`src/rtl/dbg_host_pkg.sv`:
```
// Shared types and constants for the host byte-stream to debug-port bridge.
package dbg_host_pkg;

  typedef enum logic [1:0] {
    RECV = 2'd0,
    EXEC = 2'd1,
    RESP = 2'd2
  } state_t;

  localparam int         FRAME_LEN   = 9;
  localparam logic [7:0] CMD_NOP     = 8'h00;
  localparam int         READ_BIT    = 7;
  localparam logic [7:0] ACK_DEFAULT = 8'hAC;
  localparam logic [7:0] NAK_DEFAULT = 8'hEE;

endpackage

```
`src/rtl/dbg_frame_rx.sv`:
```
// Collects 9-byte host frames (cmd, addr LE, data LE) and drops partial
// frames left idle for too long.
module dbg_frame_rx
  import dbg_host_pkg::*;
#(
  parameter int FRAME_TIMEOUT = 100000
) (
  input  logic        clk,
  input  logic        rst_i,
  input  logic [7:0]  rx_data_i,
  input  logic        rx_valid_i,
  input  logic        accept_en,
  output logic        frame_valid,
  output logic [7:0]  cmd,
  output logic [31:0] addr,
  output logic [31:0] data
);

  localparam int            TW       = $clog2(FRAME_TIMEOUT) + 1;
  localparam logic [TW-1:0] TMR_LOAD = TW'(FRAME_TIMEOUT - 1);

  logic [3:0]    byte_cnt;
  logic [TW-1:0] idle_tmr;
  logic [7:0]    frame_q [0:FRAME_LEN-2];
  logic          take;

  assign take        = accept_en && rx_valid_i;
  assign frame_valid = take && (byte_cnt == 4'(FRAME_LEN - 1));

  // The last byte is used straight from the receiver so the frame is
  // available in the same cycle it completes.
  assign cmd  = frame_q[0];
  assign addr = {frame_q[4], frame_q[3], frame_q[2], frame_q[1]};
  assign data = {rx_data_i, frame_q[7], frame_q[6], frame_q[5]};

  always_ff @(posedge clk) begin
    if (rst_i) begin
      byte_cnt <= '0;
      idle_tmr <= '0;
      frame_q  <= '{default: '0};
    end else if (take) begin
      idle_tmr <= TMR_LOAD;
      if (frame_valid) begin
        byte_cnt <= '0;
      end else begin
        frame_q[byte_cnt[2:0]] <= rx_data_i;
        byte_cnt               <= byte_cnt + 4'd1;
      end
    end else if (byte_cnt != '0) begin
      // Down-counter terminal count discards the partial frame.
      if (idle_tmr == '0) begin
        byte_cnt <= '0;
      end else begin
        idle_tmr <= idle_tmr - TW'(1);
      end
    end
  end

endmodule

```
`src/rtl/dbg_host_bridge.sv`:
```
// Host frame to debug-port initiator: runs one debug command per frame and
// returns read data plus a status byte on the byte transmitter.
//
//   state | meaning
//   RECV  | collecting frame bytes, debug port idle
//   EXEC  | command driven, waiting for dbg_ready_i or wait timeout
//   RESP  | shifting response bytes out, debug port idle (NOP gap)
module dbg_host_bridge
  import dbg_host_pkg::*;
#(
  parameter int         TIMEOUT_CYCLES = 1024,
  parameter int         FRAME_TIMEOUT  = 100000,
  parameter logic [7:0] ACK_BYTE       = ACK_DEFAULT,
  parameter logic [7:0] NAK_BYTE       = NAK_DEFAULT
) (
  input  logic        clk,
  input  logic        rst_i,
  input  logic [7:0]  rx_data_i,
  input  logic        rx_valid_i,
  output logic [7:0]  tx_data_o,
  output logic        tx_valid_o,
  input  logic        tx_ready_i,
  output logic [7:0]  dbg_cmd_o,
  output logic [31:0] dbg_addr_o,
  output logic [31:0] dbg_data_o,
  input  logic [31:0] dbg_data_i,
  input  logic        dbg_ready_i,
  output logic        busy_o,
  output logic        overrun_o,
  output logic        timeout_o
);

  localparam int            WW        = $clog2(TIMEOUT_CYCLES) + 1;
  localparam logic [WW-1:0] WAIT_LOAD = WW'(TIMEOUT_CYCLES - 1);

  state_t        state;
  logic [WW-1:0] wait_tmr;
  logic          exec_first;
  logic [2:0]    resp_left;
  logic [31:0]   resp_sh;
  logic          frame_valid;
  logic [7:0]    f_cmd;
  logic [31:0]   f_addr;
  logic [31:0]   f_data;

  dbg_frame_rx #(
    .FRAME_TIMEOUT(FRAME_TIMEOUT)
  ) u_frame_rx (
    .clk        (clk),
    .rst_i      (rst_i),
    .rx_data_i  (rx_data_i),
    .rx_valid_i (rx_valid_i),
    .accept_en  (state == RECV),
    .frame_valid(frame_valid),
    .cmd        (f_cmd),
    .addr       (f_addr),
    .data       (f_data)
  );

  assign busy_o = (state != RECV);

  always_ff @(posedge clk) begin
    if (rst_i) begin
      state      <= RECV;
      wait_tmr   <= '0;
      exec_first <= 1'b0;
      resp_left  <= '0;
      resp_sh    <= '0;
      tx_data_o  <= '0;
      tx_valid_o <= 1'b0;
      dbg_cmd_o  <= CMD_NOP;
      dbg_addr_o <= '0;
      dbg_data_o <= '0;
      overrun_o  <= 1'b0;
      timeout_o  <= 1'b0;
    end else begin
      if (rx_valid_i && (state != RECV)) overrun_o <= 1'b1;

      case (state)
        RECV: begin
          if (frame_valid) begin
            if (f_cmd == CMD_NOP) begin
              tx_data_o  <= ACK_BYTE;
              tx_valid_o <= 1'b1;
              resp_left  <= '0;
              state      <= RESP;
            end else begin
              dbg_cmd_o  <= f_cmd;
              dbg_addr_o <= f_addr;
              dbg_data_o <= f_data;
              wait_tmr   <= WAIT_LOAD;
              exec_first <= 1'b1;
              state      <= EXEC;
            end
          end
        end

        EXEC: begin
          exec_first <= 1'b0;
          // Ready seen in the first cycle may be left over from the previous command.
          if (!exec_first && dbg_ready_i) begin
            dbg_cmd_o  <= CMD_NOP;
            tx_valid_o <= 1'b1;
            state      <= RESP;
            if (dbg_cmd_o[READ_BIT]) begin
              tx_data_o <= dbg_data_i[7:0];
              resp_sh   <= {ACK_BYTE, dbg_data_i[31:8]};
              resp_left <= 3'd4;
            end else begin
              tx_data_o <= ACK_BYTE;
              resp_left <= '0;
            end
          end else if (wait_tmr == '0) begin
            dbg_cmd_o  <= CMD_NOP;
            timeout_o  <= 1'b1;
            tx_data_o  <= NAK_BYTE;
            tx_valid_o <= 1'b1;
            resp_left  <= '0;
            state      <= RESP;
          end else begin
            wait_tmr <= wait_tmr - WW'(1);
          end
        end

        RESP: begin
          if (tx_ready_i) begin
            if (resp_left == '0) begin
              tx_valid_o <= 1'b0;
              state      <= RECV;
            end else begin
              tx_data_o <= resp_sh[7:0];
              resp_sh   <= {8'h00, resp_sh[31:8]};
              resp_left <= resp_left - 3'd1;
            end
          end
        end

        default: state <= RECV;
      endcase
    end
  end

endmodule
```
`config.mk`:
```
export PLATFORM = sky130hd
export DESIGN_NAME = dbg_host_bridge
export DESIGN_NICKNAME = d
export VERILOG_FILES = /design/src/rtl/dbg_host_pkg.sv /design/src/rtl/dbg_frame_rx.sv /design/src/rtl/dbg_host_bridge.sv
export SDC_FILE = /design/constraint.sdc
export NUM_CORES = 1
export LEC_CHECK = 0
export ABC_CLOCK_PERIOD_IN_PS = 4300
export BUFFER_PORTS_ARGS = -buffer_cell sky130_fd_sc_hd__buf_2
export CAP_MARGIN = 20
export CORE_ASPECT_RATIO = 0.8
export CORE_UTILIZATION = 61
export CTS_CLUSTER_DIAMETER = 100
export CTS_CLUSTER_SIZE = 25
export DETAILED_ROUTE_END_ITERATION = 12
export PLACE_DENSITY = 0.85
export SLEW_MARGIN = 20
export SYNTH_ARGS = -nofsm -noshare
export SYNTH_HDL_FRONTEND = slang
export SYNTH_SLANG_ARGS = --single-unit
```
`constraint.sdc`:
```
create_clock -name clk -period 4.3 [get_ports clk]
set_input_delay 0 -clock clk [delete_from_list [all_inputs] [get_ports clk]]
set_output_delay 0 -clock clk [all_outputs]
set_load 0.02 [all_outputs]
```
==> results of run 1 <==
routing by layer:
metal / vias up / track usage / part of all wire
met1: 3440 / 0.363 / 0.45
met4: 0 / 0.0971 / 0.026
met2: 235 / 0.446 / 0.47
met5: - / 0 / 0
met3: 44 / 0.0450 / 0.056
li1: 3578 / - / -
power by group:
group	switching, W	internal [W]
clock	0.000633	0.000521
sequential	0.000152	0.00213
combinational	0.000860	0.000522
total	0.00164	0.00317
state kept, by name, summed over array words and instances (netlist names):
signal / count
dbg_addr_o: 32
state: 2
exec_first: 1
u_frame_rx.idle_tmr: 18
u_frame_rx.cmd: 8
u_frame_rx.byte_cnt: 4
dbg_cmd_o: 8
resp_left: 3
tx_valid_o: 1
timeout_o: 1
wait_tmr: 11
overrun_o: 1
u_frame_rx.data: 24
dbg_data_o: 32
resp_sh: 25
u_frame_rx.addr: 32
tx_data_o: 8
stage by stage:
stage          total power, W  setup WS [ns]   util
6_report              0.00482           1.51  0.727
5_1_grt               0.00507           1.29  0.727
4_1_cts               0.00480           1.52  0.727
3_5_place_dp          0.00363           1.58  0.673
3_3_place_gp          0.00358           1.65  0.673
2_1_floorplan         0.00338           2.06      -
final cells by class:
type | instances | area share
Timing Repair Buffer | 173 | 0.109
Clock buffer | 12 | 0.0302
Inverter | 14 | 0.00528
Clock inverter | 2 | 0.00327
Tap cell | 180 | 0.0226
Multi-Input combinational cell | 679 | 0.405
Sequential cell | 211 | 0.424
worst paths after layout:
check / depth (start not counted) / slack (ns) / start / to
setup / recovery: 7 / 1.51 / wait_tmr[0] / tx_data_o[7]
hold / removal: 2 / 0.05 / rst_i / exec_first
setup reg to reg: 7 / 1.51 / wait_tmr[0] / tx_data_o[7]
hold reg to reg: 2 / 0.46 / dbg_data_o[18] / dbg_data_o[18]
repair_timing:
item | CTS | global route
hold buffers | 40 | 0
hold endpoints to repair | 103 | 0
resized for setup | 0 | 0
synth_stat cells, types with 7 or more instances:
master      n  area (um2)
a21oi_1   104         521
nor2_1    121         454
a22oi_1     9        67.6
clkbuf_1   39         146
xor2_1      8        70.1
o21ai_0    11        55.1
dfxtp_1   211        4220
nand2_1   156         586
a211oi_1   24         180
nor2b_1     7        43.8
mux2i_1    85         851
nor3_1      9        45.0
xnor2_1     9        78.8
nor4_1      9        56.3
buf_1      15        56.3
buf_2       7        35.0
inv_1      13        48.8
ha_1       11         138
nand4_1     7        43.8
nand3_1    26         130
logic make-up after synthesis:
family,after synthesis
simple gates,375
compound gates,191
flops,211
buf+inv,83
mux,85
xor+xnor,17
fa+ha+maj,11
==> flow_summary.toml, run 1 <==
[global_route]
grt_pass1_vias = 6665
antenna_found_initial = 0
overflow = 0
grt_max_degree = 128
track_usage = 0.272
grt_pass1_wl_um = 32100

[clock_tree]
cts_tree = "yes"
root_buffer = "clkbuf_16"
clock_sink_count = 211
numCtsBuffers = 12
cts_setup_buffers = 0
worst_skew_pair.late_latency_ns = 0.48
clockBufferDepth = 3
clkTransAtPathRegs_ns = 0.10
cts.htree.levels = 1

[route]
wire_per_inst_um = 16.0
drtAntennaViolNets = 0
drt_iter0_drc = 614
vias_per_cell = 5.74
num_vias = 7297
drc_errors = 0
detail_route.first_pass.iterations = 5
wl_um = 20400

[layout]
fillCellCount = 1006
diodes = 0
most-common-layout-cells = "dfxtp_1, nand2_1, buf_2"
layout-drive-gt1-share = 0.153
design_area_mm2 = 0.00995
stdcell_count = 1271
final_common_cell = "dfxtp_1"
area_growth_syn_to_layout_pct = 15.5
final-seq-area_mm2 = 0.00422
nets = 1147
multi_input_area_mm2 = 0.00403

[die]
die_x_um = 135
die_area_mm2 = 0.0146
fp.dieH_um = 108
core_mm2 = 0.0137
initial_utilization = 0.629
io-pin-count = 129
rows = 38

[flow_run]
drv_cap = 0

[worst_setup_path]
critPathTopFamily = "simple AND/OR/NAND/NOR gates"
slowest_delay_ns = 0.72
critical_path_class = "reg -> reg"
cp_num_buf_inv = 1
cp_cell_sequence = "inv_1 > ha_1 > nor4b_1 > a311o_1 > and4b_1 > nand4_1 > o211a_1"
worstPathMaxFanout = 19
worstPathArrival_ns = 3.17
start_kind = "register"
required_ns = 4.68
setup.worst_path.end_class = "register"
cpMaxStageDelayCell = "and4b_1"

[sta]
tns_ns = 0
setup_violations = 0
hold_violations = 0
max-slew-margin-rel = 0.376
hold_ws_ns = 0.0530
worst-slew-pin-transition_ns = 0.936
min_period_ns = 2.79
max_freq_ghz = 0.359
finalMaxSlewViolations = 0
rsz0062_at_grt = "no"
period_share = 0.649
clock_skew_ns = 0.0330

[yosys]
synthArstFlopShare = 0
syn_area_mm2 = 0.00862
syn_nets = 1029
synth_top_family_by_area = "simple AND/OR/NAND/NOR gates"
synth_flop_cell = "dfxtp_1"
synth_edf_count = 0
seq_area_frac_synth = 0.490
synth_mux_area_frac = 0.0987
synth_cell_type_count = 63
synth_fa_ha_area_frac = 0.0160
ys_seq_elements = 211
syn-instance-count = 973
syn_avg_cell_area_um2 = 8.86
yosysWarnings = 0
synth_xor_area_frac = 0.0173
synthSimpleGateAreaFrac = 0.195
synth-compound-area-share = 0.138

[power_and_ir_drop]
p_leak_nw = 4.10
ir_drop_mv = 0.325
p_per_area_mw_per_mm2 = 484

[run_status]
status = "completed"

[place]
io_buffers = 128
dpl.hpwl_um = 12500
place_area_mm2 = 0.00922
routabilityCongestion = 0.836
dpl.cell_count = 1217

[worst_hold_path]
hp-class = "in -> reg"
No activity file was read; power rests on OpenSTA's default activity.
==> run 2, diff against run 1 <==
--- a/config.mk
+++ b/config.mk
@@ -5,15 +5,15 @@
 export SDC_FILE = /design/constraint.sdc
 export NUM_CORES = 1
 export LEC_CHECK = 0
-export ABC_CLOCK_PERIOD_IN_PS = 4300
+export ABC_CLOCK_PERIOD_IN_PS = 2500
 export BUFFER_PORTS_ARGS = -buffer_cell sky130_fd_sc_hd__buf_2
 export CAP_MARGIN = 20
 export CORE_ASPECT_RATIO = 0.8
-export CORE_UTILIZATION = 61
+export CORE_UTILIZATION = 51
 export CTS_CLUSTER_DIAMETER = 100
 export CTS_CLUSTER_SIZE = 25
 export DETAILED_ROUTE_END_ITERATION = 12
-export PLACE_DENSITY = 0.85
+export PLACE_DENSITY = 0.75
 export SLEW_MARGIN = 20
 export SYNTH_ARGS = -nofsm -noshare
 export SYNTH_HDL_FRONTEND = slang
==> constraint.sdc (replaced) <==
create_clock -name clk -period 2.5 [get_ports clk]
set_input_delay 0 -clock clk [delete_from_list [all_inputs] [get_ports clk]]
set_output_delay 0 -clock clk [all_outputs]
set_load 0.02 [all_outputs]
==> run 2 against run 1 <==
  * The run now ends with DRC left
  * Combinational power is 95% higher
  * Die area increased by 19%
  * Clock skew down 0.017 ns
  * Final area up 4.3%
  * Worst setup slack worse by 1.4 ns
  * Global-route usage shrank 4.0 points
  * Utilization is 10 points lower
  * Largest cell class unchanged
  * Highest routed layer unchanged
  * Fmax is 19% higher
  * Sequential power grew 71%
  * Via count increased by 1.9%
  * Critical endpoint is now resp_sh[20]
  * Routed wire length up 3.7%
==> flow_summary.toml, run 2 (synthesis results as in run 1) <==
[run_status]
status = "finished with violations"
violations = "DRC"

[worst_setup_path]
worstPathMaxFanout = 11
crit_start = "state[1]"
worstPathArrival_ns = 2.70
rrSetupSlack_ns = 0.15
worstRegToRegCells = 7
reg2reg_from = "state[1]"
critical_path_class = "reg -> reg"
setup.worst_path.end_class = "register"
worst_r2r_endpoint = "resp_sh[20]"
start_kind = "register"
required_ns = 2.85

[clock_tree]
worst_skew_pair.late_latency_ns = 0.47
clock_sink_count = 211
root_buffer = "clkbuf_16"
clockBufferDepth = 3
cts.htree.levels = 1
cts_tree = "yes"
numCtsBuffers = 12
clkTransAtPathRegs_ns = 0.10

[sta]
worst-slew-pin-transition_ns = 0.710
rsz0062_at_grt = "no"
hold_violations = 0
max_freq_ghz = 0.425
clock_skew_ns = 0.0157
setup_violations = 0
period_share = 0.941
tns_ns = 0
finalMaxSlewViolations = 0
min_period_ns = 2.35
max-slew-margin-rel = 0.526

[route]
drt_iter0_drc = 559
detail_route.first_pass.iterations = 10
num_vias = 7437
drtAntennaViolNets = 0
vias_per_cell = 5.50
wl_um = 21100
wire_per_inst_um = 15.6
drc_errors = 1

[global_route]
antenna_found_initial = 0
overflow = 0
track_usage = 0.231
grt_max_degree = 74
grt_pass1_vias = 6628
grt_pass1_wl_um = 33200

[power_and_ir_drop]
p_per_area_mw_per_mm2 = 831
ir_drop_mv = 0.700
pwr-share-clk = 0.236
p_seq_frac = 0.452
swShare = 0.333
p_comb_frac = 0.312
switchingPower_w = 0.00287
power.internal_w = 0.00575
p_leak_nw = 4.32
p_total_w = 0.00862

[flow_run]
drv_cap = 0

[layout]
most-common-layout-cells = "dfxtp_1, nand2_1, buf_2"
nets = 1188
stdcell_count = 1352
area_growth_syn_to_layout_pct = 20.4
final_core_util = 0.627
final_common_cell = "dfxtp_1"
diodes = 0
layout-drive-gt1-share = 0.185
fillCellCount = 1429

[die]
io-pin-count = 129
die_x_um = 147
initial_utilization = 0.521
die_area_mm2 = 0.0174
rows = 42
core_mm2 = 0.0166
fp.dieH_um = 118

[worst_hold_path]
hp-start = "dbg_data_i[6]"
hp-class = "in -> reg"
holdPathEnd = "tx_data_o[6]"
holdPathStages = 6

[place]
dpl.hpwl_um = 12700
routabilityCongestion = 0.843
dpl.cell_count = 1286
io_buffers = 128
[run 2: cell types whose count changed in the layout (fill, tap and decap cells not counted), moves of 2 or more]
| cell | delta |
|---|---|
| buf_4 | +33 |
| dlygate4sd3_1 | +4 |
| buf_6 | +2 |
| clkbuf_16 | +2 |
| nand3_1 | -2 |
| nand3_2 | +2 |
[run 2: layer usage]
metal,routed length [um],global-route usage,part of all wire,up-vias
met2,9570,0.364,0.45,200
met5,0,0,0,-
met4,484,0.0651,0.023,0
met1,10200,0.332,0.48,3537
met3,895,0.0278,0.042,38
li1,-,-,-,3662
[run 2: worst max path at each step]
stage                              endpoint  slack, ns
detailed placement       u_frame_rx.addr[6]       0.13
CTS                             resp_sh[16]       0.07
global placement               resp_left[2]       0.17
finish                          resp_sh[20]       0.15
floorplan           u_frame_rx.idle_tmr[11]       0.26
global route                    resp_sh[16]       0.02
[run 2: layout make-up]
cell class              instances  area [um2]  area share
clock inverters                 1        16.3     0.00157
well taps                     220         275      0.0265
repair buffers                213        1420       0.137
clock buffers                  13         325      0.0314
multi-input cells             680        4060       0.392
inverters                      14        52.6     0.00506
flip-flops and latches        211        4220       0.407
[run 2: through the flow]
stage	instance area (um2)	setup WS, ns	hold WS (ns)
global placement	9500	0.172	0.301
detailed placement	9500	0.126	0.309
CTS	10300	0.0689	0.0639
global route	10400	0.0154	0.0899
finish	10400	0.148	0.0710
floorplan	8620	0.259	0.145
[run 2: power groups by stage]
stage	clock network (W)	registers (W)	logic [W]
2_1_floorplan	0	0.00396	0.00185
4_1_cts	0.00207	0.00389	0.00255
6_report	0.00203	0.00389	0.00269
3_3_place_gp	0	0.00395	0.00244
3_5_place_dp	0	0.00396	0.00247
5_1_grt	0.00222	0.00394	0.00296
[run 2: worst max-delay path, cell delays in order (launching register included)]
cell and delay [ns]:
dfxtp_1 0.37, inv_1 0.09, ha_1 0.37, nand2_1 0.20, o211a_2 0.32, mux2i_1 0.23
nor2_1 0.07, dlygate4sd3_1 0.59
[run 2: timing repair]
| item | in CTS | in global routing |
|---|---|---|
| hold endpoints to repair | 122 | 0 |
| hold buffers | 44 | 0 |
| resized for setup | 0 | 8 |
| endpoints found under the setup margin | 0 | 32 |
| setup buffers | 0 | 5 |
==> run 3, diff against run 2 <==
--- a/config.mk
+++ b/config.mk
@@ -5,15 +5,17 @@
 export SDC_FILE = /design/constraint.sdc
 export NUM_CORES = 1
 export LEC_CHECK = 0
-export ABC_CLOCK_PERIOD_IN_PS = 2500
+export ABC_AREA = 1
+export ABC_CLOCK_PERIOD_IN_PS = 2200
 export BUFFER_PORTS_ARGS = -buffer_cell sky130_fd_sc_hd__buf_2
 export CAP_MARGIN = 20
 export CORE_ASPECT_RATIO = 0.8
-export CORE_UTILIZATION = 51
+export CORE_UTILIZATION = 57
 export CTS_CLUSTER_DIAMETER = 100
 export CTS_CLUSTER_SIZE = 25
 export DETAILED_ROUTE_END_ITERATION = 12
-export PLACE_DENSITY = 0.75
+export PLACE_DENSITY = 0.79
+export SKIP_CTS_REPAIR_TIMING = 1
 export SLEW_MARGIN = 20
 export SYNTH_ARGS = -nofsm -noshare
 export SYNTH_HDL_FRONTEND = slang
==> constraint.sdc (replaced) <==
create_clock -name clk -period 2.2 [get_ports clk]
set_input_delay 0 -clock clk [delete_from_list [all_inputs] [get_ports clk]]
set_output_delay 0 -clock clk [all_outputs]
set_load 0.02 [all_outputs]
==> run 3 against run 2 <==
  * The run ends with hold timing left
  * Sequential cell count stayed put
  * First-iteration DRC count up 32%
  * Utilization rose by 6.7 points
  * Clock power increased by 15%
  * Fmax is 16% higher
  * Worst setup slack gained 0.027 ns
  * Die area is 6.7% lower
  * Sequential power rose by 18%
  * Routed wire length grew 6.9%
  * Via count is 14% higher
  * Combinational power rose by 17%
==> flow_summary.toml, run 3 <==
[sta]
clock_skew_ns = 0.0240
max-slew-margin-rel = 0.674
setup_violations = 0
rsz0062_at_grt = "no"
period_share = 0.920
hold_ws_ns = -0.0148
max_freq_ghz = 0.494
hold_violations = 3
tns_ns = 0
finalMaxSlewViolations = 0
min_period_ns = 2.02
worst-slew-pin-transition_ns = 0.487

[layout]
final_common_cell = "nand2_1"
final-seq-area_mm2 = 0.00422
final_core_util = 0.693
most-common-layout-cells = "nand2_1, dfxtp_1, a21oi_1"
multi_input_area_mm2 = 0.00400
fillCellCount = 1297
area_growth_syn_to_layout_pct = 17.5
diodes = 0
layout-drive-gt1-share = 0.151
nets = 1430

[place]
dpl.hpwl_um = 14400
io_buffers = 128
routabilityCongestion = 0.879

[route]
wl_um = 22600
detail_route.first_pass.iterations = 5
wire_per_inst_um = 14.2
drt_iter0_drc = 740
drtAntennaViolNets = 0
drc_errors = 0
vias_per_cell = 5.33
num_vias = 8444

[worst_setup_path]
worstPathArrival_ns = 2.43
worstPathMaxFanout = 16
rrSetupSlack_ns = 0.18
crit_start = "state[0]"
reg2reg_from = "state[0]"
worstRegToRegCells = 10
cp_cell_sequence = "inv_1 > ha_1 > nand2_2 > buf_4 > o22ai_1 > nand2_2 > inv_1 > nand2_2 > nand2_1 > a21oi_1"
worst_r2r_endpoint = "wait_tmr[5]"
setup.worst_path.end_class = "register"
required_ns = 2.61
worstSetupEndpoint = "wait_tmr[5]"
cpMaxStageDelayCell = "dfxtp_1"
crit_top_cell = "nand2_2"
slowest_delay_ns = 0.39
start_kind = "register"
critical_path_class = "reg -> reg"

[yosys]
ys_seq_elements = 211
seq_area_frac_synth = 0.470
synth_cell_type_count = 35
synthArstFlopShare = 0
synth_top_cell_by_area = "dfxtp_1"
synth_edf_count = 0
synth_most_common_cell = "nand2_1"
synth_flop_cell = "dfxtp_1"
syn_nets = 1291
syn-instance-count = 1235
synthTopCellsByCount = "nand2_1, dfxtp_1, a21oi_1, o21ai_0, nor2_1"
syn_area_mm2 = 0.00898
yosysWarnings = 0
syn_avg_cell_area_um2 = 7.27
yosysTopAreaCellShare = 0.470
yosys-top-cells-area = "dfxtp_1, nand2_1, a21oi_1"

[clock_tree]
cts_tree = "yes"
cts.htree.levels = 1
root_buffer = "clkbuf_16"
clock_sink_count = 211
numCtsBuffers = 12
clockBufferDepth = 3
clkTransAtPathRegs_ns = 0.10
worst_skew_pair.late_latency_ns = 0.47

[global_route]
antenna_found_initial = 0
grt_max_degree = 82
grt_pass1_wl_um = 35000
track_usage = 0.263
overflow = 0
grt_pass1_vias = 7124

[die]
io-pin-count = 129
initial_utilization = 0.590
core_mm2 = 0.0152
fp.dieH_um = 114
rows = 40
die_area_mm2 = 0.0163
die_x_um = 142

[power_and_ir_drop]
ir_drop_mv = 0.669
p_leak_nw = 4.71
p_per_area_mw_per_mm2 = 956

[worst_hold_path]
hp-class = "in -> reg"

[run_status]
status = "finished with violations"
violations = "hold timing"

[flow_run]
drv_cap = 0
[run 3: kinds of logic (layout without fill, tap and decap cells)]
logic type / Yosys count / after routing / share of synthesized area
adder cells (fa/ha/maj): 11 / 11 / 0.0153
AND/OR/NAND/NOR: 483 / 483 / 0.229
AO/OA/AOI/OAI: 333 / 333 / 0.188
XOR/XNOR: 9 / 9 / 0.00878
flip-flops: 211 / 211 / 0.470
buffers and inverters: 188 / 327 / 0.0885
[run 3: where the power goes]
part | internal (W) | switching, W
registers | 0.00428 | 0.000304
logic | 0.00109 | 0.00207
clock network | 0.00108 | 0.00126
[run 3: how the worst min path moves through the flow]
stage | start | endpoint | slack, ns | depth (start not counted)
after global placement | dbg_data_i[24] | resp_sh[16] | 0.27 | 3
after global routing | dbg_data_i[5] | tx_data_o[5] | 0.02 | 7
after detailed placement | dbg_data_i[24] | resp_sh[16] | 0.28 | 3
after CTS | dbg_data_i[24] | resp_sh[16] | -0.22 | 3
after floorplan | rx_valid_i | overrun_o | 0.14 | 2
final | dbg_data_i[3] | tx_data_o[3] | -0.01 | 7
[run 3: cell type report]
type                            count  share of cell area
Clock inverter                      1             0.00154
Multi-Input combinational cell    836               0.379
Tap cell                          210              0.0249
Sequential cell                   211               0.400
Clock buffer                       13              0.0308
Timing Repair Buffer              192               0.120
Inverter                          121              0.0435
[run 3: critical path: cells and delay by family (launching register included)]
family                     cells  cell delay, ns
DFF                            1            0.39
and+or+nand+nor                4            0.61
adders and majority gates      1            0.27
AOI/OAI and AO/OA              2            0.26
buffers and inverters          3            0.43
[run 3: per-stage QoR]
stage / hold WS (ns) / std cells / setup slack [ns] / cell area [um2] / total power, W
6_report: -0.0148 / 1584 / 0.175 / 10500 / 0.0101
5_1_grt: 0.0243 / 1584 / 0.0329 / 10500 / 0.0107
4_1_cts: -0.219 / 1545 / 0.0585 / 10100 / 0.00999
3_5_place_dp: 0.278 / 1531 / 0.0895 / 9770 / 0.00768
3_3_place_gp: 0.270 / 1531 / 0.195 / 9770 / 0.00762
2_1_floorplan: 0.145 / 1235 / 0.459 / 8980 / 0.00695
[run 3: layer usage]
layer	wire length (um)	part of all wire	global-route usage	vias to the layer above
met1	10800	0.48	0.390	3885
met2	10100	0.45	0.409	259
met3	1280	0.057	0.0309	31
li1	-	-	-	4269
met5	0	0	0	-
met4	324	0.014	0.0552	0
